===== src/rtl/taxi_eth_tx_arb_pkg.sv =====
// taxi_eth_tx_arb_pkg: shared types and round-robin selection for the MAC TX arbiter
package taxi_eth_tx_arb_pkg;
  localparam int unsigned MAX_PORTS = 16;
  typedef enum logic {IDLE, XFER} state_t;
  typedef struct packed {
    logic       found;
    logic [3:0] idx;
  } rr_sel_t;
  // First requester at or after ptr, wrapping at ports-1 back to 0
  function automatic rr_sel_t rr_select(input logic [MAX_PORTS-1:0] req, input logic [3:0] ptr,
                                        input int unsigned ports);
    rr_sel_t r;
    logic [3:0] j;
    r = '0;
    for (int unsigned i = 0; i < MAX_PORTS; i++) begin
      j = 4'((32'(ptr) + i) % ports);
      if (i < ports && !r.found && req[j]) begin
        r.found = 1'b1;
        r.idx   = j;
      end
    end
    return r;
  endfunction
endpackage


===== src/rtl/taxi_eth_tx_arb.sv =====
// taxi_eth_tx_arb: frame-granular round-robin share of one MAC TX stream,
// with MAC completions routed back to the source by the tid tag.
module taxi_eth_tx_arb
  import taxi_eth_tx_arb_pkg::*;
#(
  parameter int PORTS = 4,
  parameter int ID_W  = 8,
  parameter int CPL_W = 96,
  localparam int SEL_W = $clog2(PORTS)
) (
  input  logic                  clk,
  input  logic                  rst_n,
  input  logic [PORTS*8-1:0]    s_tx_tdata,
  input  logic [PORTS-1:0]      s_tx_tvalid,
  input  logic [PORTS-1:0]      s_tx_tlast,
  input  logic [PORTS-1:0]      s_tx_tuser,
  input  logic [PORTS*ID_W-1:0] s_tx_tid,
  output logic [PORTS-1:0]      s_tx_tready,
  output logic [7:0]            m_tx_tdata,
  output logic                  m_tx_tvalid,
  output logic                  m_tx_tlast,
  output logic                  m_tx_tuser,
  output logic [ID_W-1:0]       m_tx_tid,
  input  logic                  m_tx_tready,
  input  logic [CPL_W-1:0]      s_cpl_tdata,
  input  logic [ID_W-1:0]       s_cpl_tid,
  input  logic                  s_cpl_tvalid,
  output logic                  s_cpl_tready,
  output logic [CPL_W-1:0]      m_cpl_tdata,
  output logic [ID_W-1:0]       m_cpl_tid,
  output logic [PORTS-1:0]      m_cpl_tvalid,
  input  logic [PORTS-1:0]      m_cpl_tready,
  input  logic                  cfg_enable,
  output logic                  sts_busy,
  output logic [SEL_W-1:0]      sts_grant,
  output logic                  sts_cpl_drop
);
  state_t           state_q;
  logic [SEL_W-1:0] grant_q, rr_ptr_q, rr_ptr_d, cpl_port;
  logic             busy_q, drop_q, xfer, cpl_ok;
  rr_sel_t          sel;

  assign sel      = rr_select(16'(s_tx_tvalid), 4'(rr_ptr_q), PORTS);
  assign rr_ptr_d = (32'(grant_q) == PORTS - 1) ? '0 : grant_q + 1'b1;
  assign xfer     = state_q == XFER;

  assign m_tx_tvalid = xfer && s_tx_tvalid[grant_q];
  assign m_tx_tdata  = s_tx_tdata[grant_q*8 +: 8];
  assign m_tx_tlast  = s_tx_tlast[grant_q];
  assign m_tx_tuser  = s_tx_tuser[grant_q];
  assign m_tx_tid    = {grant_q, s_tx_tid[grant_q*ID_W +: ID_W-SEL_W]};
  assign s_tx_tready = (xfer && m_tx_tready) ? PORTS'(1) << grant_q : '0;

  // Tags beyond PORTS-1 have no owner: swallow them so the MAC never stalls
  assign cpl_port     = s_cpl_tid[ID_W-1 -: SEL_W];
  assign cpl_ok       = 32'(cpl_port) < PORTS;
  assign m_cpl_tvalid = (s_cpl_tvalid && cpl_ok) ? PORTS'(1) << cpl_port : '0;
  assign s_cpl_tready = cpl_ok ? m_cpl_tready[cpl_port] : 1'b1;
  assign m_cpl_tdata  = s_cpl_tdata;
  assign m_cpl_tid    = {{SEL_W{1'b0}}, s_cpl_tid[ID_W-SEL_W-1:0]};

  assign sts_busy     = busy_q;
  assign sts_grant    = grant_q;
  assign sts_cpl_drop = drop_q;

  always_ff @(posedge clk or negedge rst_n) begin
    if (!rst_n) begin
      state_q  <= IDLE;
      grant_q  <= '0;
      rr_ptr_q <= '0;
      busy_q   <= 1'b0;
      drop_q   <= 1'b0;
    end else begin
      drop_q <= s_cpl_tvalid && !cpl_ok;
      if (!xfer && cfg_enable && sel.found) begin
        state_q <= XFER;
        busy_q  <= 1'b1;
        grant_q <= SEL_W'(sel.idx);
      end else if (m_tx_tvalid && m_tx_tready && m_tx_tlast) begin
        state_q  <= IDLE;
        busy_q   <= 1'b0;
        rr_ptr_q <= rr_ptr_d;
      end
    end
  end
endmodule


===== config.mk =====
export PLATFORM = sky130hd
export DESIGN_NAME = taxi_eth_tx_arb
export DESIGN_NICKNAME = d
export VERILOG_FILES = /design/src/rtl/taxi_eth_tx_arb_pkg.sv /design/src/rtl/taxi_eth_tx_arb.sv
export SDC_FILE = /design/constraint.sdc
export NUM_CORES = 1
export LEC_CHECK = 0
export CORE_AREA = 3 3 125 127
export DETAILED_ROUTE_END_ITERATION = 12
export DIE_AREA = 0 0 128 130
export GPL_ROUTABILITY_DRIVEN = 0
export PLACE_DENSITY_LB_ADDON = 0.2
export SYNTH_ARGS = -nofsm -noshare
export SYNTH_HDL_FRONTEND = slang
export SYNTH_SLANG_ARGS = --single-unit

===== constraint.sdc =====
create_clock -name clk -period 2.15 [get_ports clk]
set_clock_uncertainty 0.05 [all_clocks]
set_input_delay 0.645 -clock clk [delete_from_list [all_inputs] [get_ports clk]]
set_output_delay 0.645 -clock clk [all_outputs]
set_load 0.02 [all_outputs]

Yosys cells after proc, flatten, opt, wreduce, memory -nomap -nowiden

Cells that the tools add are included.

ROM bits: 0
Output and inout bits: 136
Word-level logic and storage cells: 59
Input bits: 189
Flip-flop bits (word level): 5
Memories kept: 0
Memory bits (writable): 0
Latch bits: 0

Equal/unequal tests: 1
$add $sub $neg: 4
Divide/modulo/power cells: 0
Bitwise operators: 1
Reductions and logical operators: 15
Multipliers: 0
Mux-type cells: 25
Order comparisons: 6
Shift operators: 4

Operators with widths:

| operator                                           | number |
|---|---|
| variable part select 32 x 6 -> 6 bit               | 1 |
| variable part select 32 x 6 -> 8 bit               | 1 |
| < comparator 2 x 5 -> 1 bit, second input constant | 4 |
| 2-to-1 mux 5 bit                                   | 4 |
| binary-select mux 1 bit (select 2 bit)             | 8 |
| 2-to-1 mux 1 bit                                   | 10 |
| logical AND 1 bit                                  | 9 |
| 2-to-1 mux 4 bit                                   | 2 |
| << shifter 1 x 2 -> 4 bit, first input constant    | 2 |
| < comparator 2 x 3 -> 1 bit, second input constant | 2 |
| adder 2 x 1 -> 2 bit, second input constant        | 2 |
| adder 2 bit, second input constant                 | 2 |
| zero test 1 bit                                    | 4 |
| equality test 2 bit, second input constant         | 1 |
| 2-to-1 mux 2 bit                                   | 1 |
| AND reduction 2 bit                                | 1 |
| nonzero test 2 bit                                 | 1 |
| inverter 1 bit                                     | 1 |

Logic depth before layout (Yosys ltp)

Word-level depth: 15
Mapped depth: 5
Depth with buffers taken out: 4

Worst setup path before layout

Ideal clock, no wire load.

Path kind: reg2out
From: register grant_q[0], in the netlist sts_grant[0]
To: output port m_tx_tdata[0]
Arrival: 1580 ps
Required time: 1455 ps
Slack: -125 ps
Path buffers: 2
Stages on the path, launching flop included: 4
Cell sequence: dfrtp_1 buf_6 buf_2 mux4_2

Cells in the longest elaborated chain, start to end: 1

Ends and longest elaborated chain:

| item                                 | line                  | source |
|---|---|---|
| from (decl)                          | taxi_eth_tx_arb.sv:39 | `logic [SEL_W-1:0] grant_q, rr_ptr_q, rr_ptr_d, cpl_port;` |
| from (signal assigned)               | taxi_eth_tx_arb.sv:78 | `grant_q <= SEL_W'(sel.idx);` |
| variable part select 32 x 6 -> 8 bit | taxi_eth_tx_arb.sv:48 | `assign m_tx_tdata = s_tx_tdata[grant_q*8 +: 8];` |
| to (decl)                            | taxi_eth_tx_arb.sv:19 | `output logic [7:0] m_tx_tdata,` |

Every way passes these cells.

Worst setup path after layout

From: register grant_q[0], in the netlist sts_grant[0]
To: output port m_tx_tvalid

Cells in the longest elaborated chain, start to end: 3

Ends and longest elaborated chain:

| item                                   | line                  | source |
|---|---|---|
| binary-select mux 1 bit (select 2 bit) | taxi_eth_tx_arb.sv:47 | `assign m_tx_tvalid = xfer && s_tx_tvalid[grant_q];` |
| 2-to-1 mux 1 bit (implied by the code) | taxi_eth_tx_arb.sv:47 |  |
| logical AND 1 bit                      | taxi_eth_tx_arb.sv:47 |  |
| to (decl)                              | taxi_eth_tx_arb.sv:20 | `output logic m_tx_tvalid,` |

Every way passes these cells. The select of a mux whose other input is x is not followed.

==> out/results.tsv <==
stage	metric	value	unit
global_routing	track_usage	6.27	%
global_routing	first_global_vias	1414	
hold_path	timing.hold.worst.class	reg2reg	
route	first_iter_violations	66	
synthesis	synthDominantAreaCellType	sky130_fd_sc_hd__buf_4	
timing	hold_violations	0	
power_and_ir_drop	power.leakage	1.11	nW
route	drt_wl_total	5630	um
synthesis	netlist_top_cells_count	sky130_fd_sc_hd__buf_4 (108), sky130_fd_sc_hd__mux4_2 (12), sky130_fd_sc_hd__inv_1 (6)	
floorplan	fp.dieArea	16600	um^2
cts	number_of_clock_buffers_inserted_by_tritoncts	3	
synthesis	synthFlopType	sky130_fd_sc_hd__dfrtp_1	
timing	rsz0062_at_grt	yes	
floorplan	rows	44	
synthesis	largest_family_of_logic_cells_by_synthesized_area	buffers and inverters	
layout	final_design_utilization	16.8	%
layout	nets	409	
synthesis	synth_seq_cells	5	
setup_path	timing.critical_path.to_type	output port	
route	detail-route-antenna-nets	0	
synthesis	number_of_instances_in_the_synthesized_netlist	183	
cts	cts-hold-fix-buffers	0	
place	hpwl_detailed	4780	um
timing	timing.final.max_slew_violations	0	
cts	insertion_delay	0.23	ns
place	placement.io_buffers	109	
synthesis	postSynth.asyncResetShare	100	%
outcome	run_status	finished with violations	
synthesis	share_of_synthesized_cell_area_in_and_or_nand_and_nor_gates	7.79	%
floorplan	floorplan.die.height	130	um
place	post_dp_cell_area	2390	um^2
layout	drive_gt1_share	41.4	%
route	dr_total_vias	1358	
timing	layout_setup_ws	-0.127	ns
layout	signed_area_change_from_the_synthesized_netlist_to_the_final_layout	43.0	%
layout	instances_no_fill	399	
timing	finalSetupTns	-0.896	ns
setup_path	kind_of_launch_point_of_the_worst_setup_path	flip-flop	
timing	final.hold.worst_slack	0.558	ns
timing	timing.final.setup_violations	16	
route	vias_per_cell	3.40	
setup_path	critical_path_class	reg2out	
synthesis	synthesis.yosys.warnings	0	
setup_path	critical_path_peak_fanout	3	
setup_path	cp.arrival	1.58	ns
route	drcViolationCount	0	
cts	cts_buffer_depth	2	
route	detail_route.wl_per_cell	14.1	um
synthesis	syn_avg_cell_area	9.31	um^2
cts	clock_pin_slew_on_the_worst_setup_and_hold_paths	0.03	ns
cts	tritoncts	yes	
layout	filler_cell_count	1665	
layout	antenna-diode-count	0	
timing	timing.final.crit_period	2.28	ns
synthesis	synth_cell_types	32	
synthesis	fraction_of_the_mapped_netlist_area_in_compound_gates	4.48	%
place	place_inst	389	
global_routing	grt_pass1_wl	7970	um
cts	clock-root-buffer	sky130_fd_sc_hd__clkbuf_16	
synthesis	syn-cell-area	1700	um^2
floorplan	num_io_pins	325	
synthesis	muxShareOfSynthArea	27.1	%
cts	cts.sinks	5	
cts	deepest_level_of_the_cts_h_tree	1	
synthesis	synth_top_area_share	47.6	%
floorplan	floorplan.die.width	128	um
global_routing	grt-ovfl-total	0	
route	first_pass_iters	5	
power_and_ir_drop	worst_ir_drop_vdd	0.286	mV
floorplan	placeableCoreArea	14500	um^2
synthesis	post_synth_xor_area_fraction	0	%
synthesis	synthAdderAreaFrac	2.94	%
synthesis	yosysSeqAreaShare	7.35	%
layout	finish.instance_area	2430	um^2
timing	fmax	0.439	GHz
synthesis	netlist_top_cells_area	sky130_fd_sc_hd__buf_4 (48%), sky130_fd_sc_hd__mux4_2 (16%), sky130_fd_sc_hd__mux4_1 (7.7%), sky130_fd_sc_hd__dfrtp_1 (7.3%), sky130_fd_sc_hd__ha_1 (2.9%)	
global_routing	grt_antenna_before_repair	1	
global_routing	grt_max_degree	15	
power_and_ir_drop	cellPowerDensity	1030	nW/um^2
timing	period_share	106	%
floorplan	start_util	11.7	%
outcome	failed_checks	negative setup slack	
synthesis	cell_with_the_most_instances_after_synthesis	sky130_fd_sc_hd__buf_4	
setup_path	critical_path_required	1.45	ns
flow_run	drv_cap	0	
synthesis	synth_enable_flop_cells	0	
cells in the final DEF, fill, tap and decap left out, types with 2 or more instances in the layout:
master / instances
sky130_fd_sc_hd__a221oi_1: 2
sky130_fd_sc_hd__and3_1: 4
sky130_fd_sc_hd__buf_12: 3
sky130_fd_sc_hd__buf_2: 7
sky130_fd_sc_hd__buf_4: 27
sky130_fd_sc_hd__buf_6: 19
sky130_fd_sc_hd__clkbuf_16: 3
sky130_fd_sc_hd__clkdlybuf4s15_1: 6
sky130_fd_sc_hd__clkdlybuf4s15_2: 2
sky130_fd_sc_hd__clkdlybuf4s50_1: 2
sky130_fd_sc_hd__conb_1: 3
sky130_fd_sc_hd__dfrtp_1: 4
sky130_fd_sc_hd__dlygate4sd2_1: 70
sky130_fd_sc_hd__ha_2: 3
sky130_fd_sc_hd__inv_1: 5
sky130_fd_sc_hd__mux2_4: 2
sky130_fd_sc_hd__mux2i_1: 3
sky130_fd_sc_hd__mux4_2: 17
sky130_fd_sc_hd__nand2_1: 3
sky130_fd_sc_hd__nor2_1: 3
sky130_fd_sc_hd__nor3_1: 3
sky130_fd_sc_hd__nor4_1: 2
sky130_fd_sc_hd__o21ai_0: 2
path summary, 6_finish.rpt:
kind	from	to	slack, ns	cells after the start
worst max-delay path	sts_grant[0]	m_tx_tvalid	-0.13	4
min in group asynchronous	rst_n	sts_busy	0.60	1
worst min register to register	rr_ptr_q[0]	rr_ptr_q[0]	0.56	1
worst min-delay path	rr_ptr_q[0]	rr_ptr_q[0]	0.56	1
worst max register to register	sts_grant[1]	rr_ptr_q[0]	0.31	8
max in group asynchronous	rst_n	sts_grant[0]	1.24	1
kinds of logic after synthesis:
| family | after synthesis |
|---|---|
| buffers and inverters | 117 |
| AND/OR/NAND/NOR | 23 |
| multiplexers | 22 |
| AO/OA/AOI/OAI | 11 |
| flip-flops | 5 |
| adder cells (fa/ha/maj) | 4 |
| other | 1 |
worst max-delay path: stages (launching register included):
cell and delay [ns]:
sky130_fd_sc_hd__dfrtp_2 0.41, sky130_fd_sc_hd__buf_12 0.12, sky130_fd_sc_hd__mux4_2 0.54, sky130_fd_sc_hd__and2_4 0.17, sky130_fd_sc_hd__buf_6 0.12
where the power goes:
group / internal (mW) / switching, mW
Combinational: 1.10 / 0.879
Clock: 0.246 / 0.0604
Sequential: 0.143 / 0.0767
Total: 1.49 / 1.02
area by class of cell:
class / count / area (um^2) / share of cell area, %
Inverter: 6 / 26.3 / 1.08
Clock buffer: 4 / 78.8 / 3.24
Tap cell: 184 / 230 / 9.46
Sequential cell: 5 / 126 / 5.19
Multi-Input combinational cell: 63 / 733 / 30.1
Timing Repair Buffer: 137 / 1240 / 50.9
per-stage QoR:
step	power, mW	setup slack (ns)
after floorplan	1.46	0.0505
after global placement	2.14	-0.892
after detailed placement	2.13	-0.906
after CTS	2.57	-0.137
after global routing	2.68	-0.159
final	2.50	-0.127
what timing repair did:
action / in CTS / in global routing
setup endpoints to repair: 30 / 22
setup buffers: 7 / 0
pin swaps: 1 / 0
resized for setup: 250 / 6
metal layers:
layer  track usage, %  vias to the layer above  wire, um
li1                 -                      587         -
met5                0                        -         0
met2             10.4                      106      2570
met4             4.68                        0       332
met1             6.75                      623      2060
met3             1.88                       42       667
registers in the layout (all words and copies together), names as in the netlist:
signal     cells
sts_busy       1
rr_ptr_q       2
sts_grant      2
No activity file was read; power rests on OpenSTA's default activity.
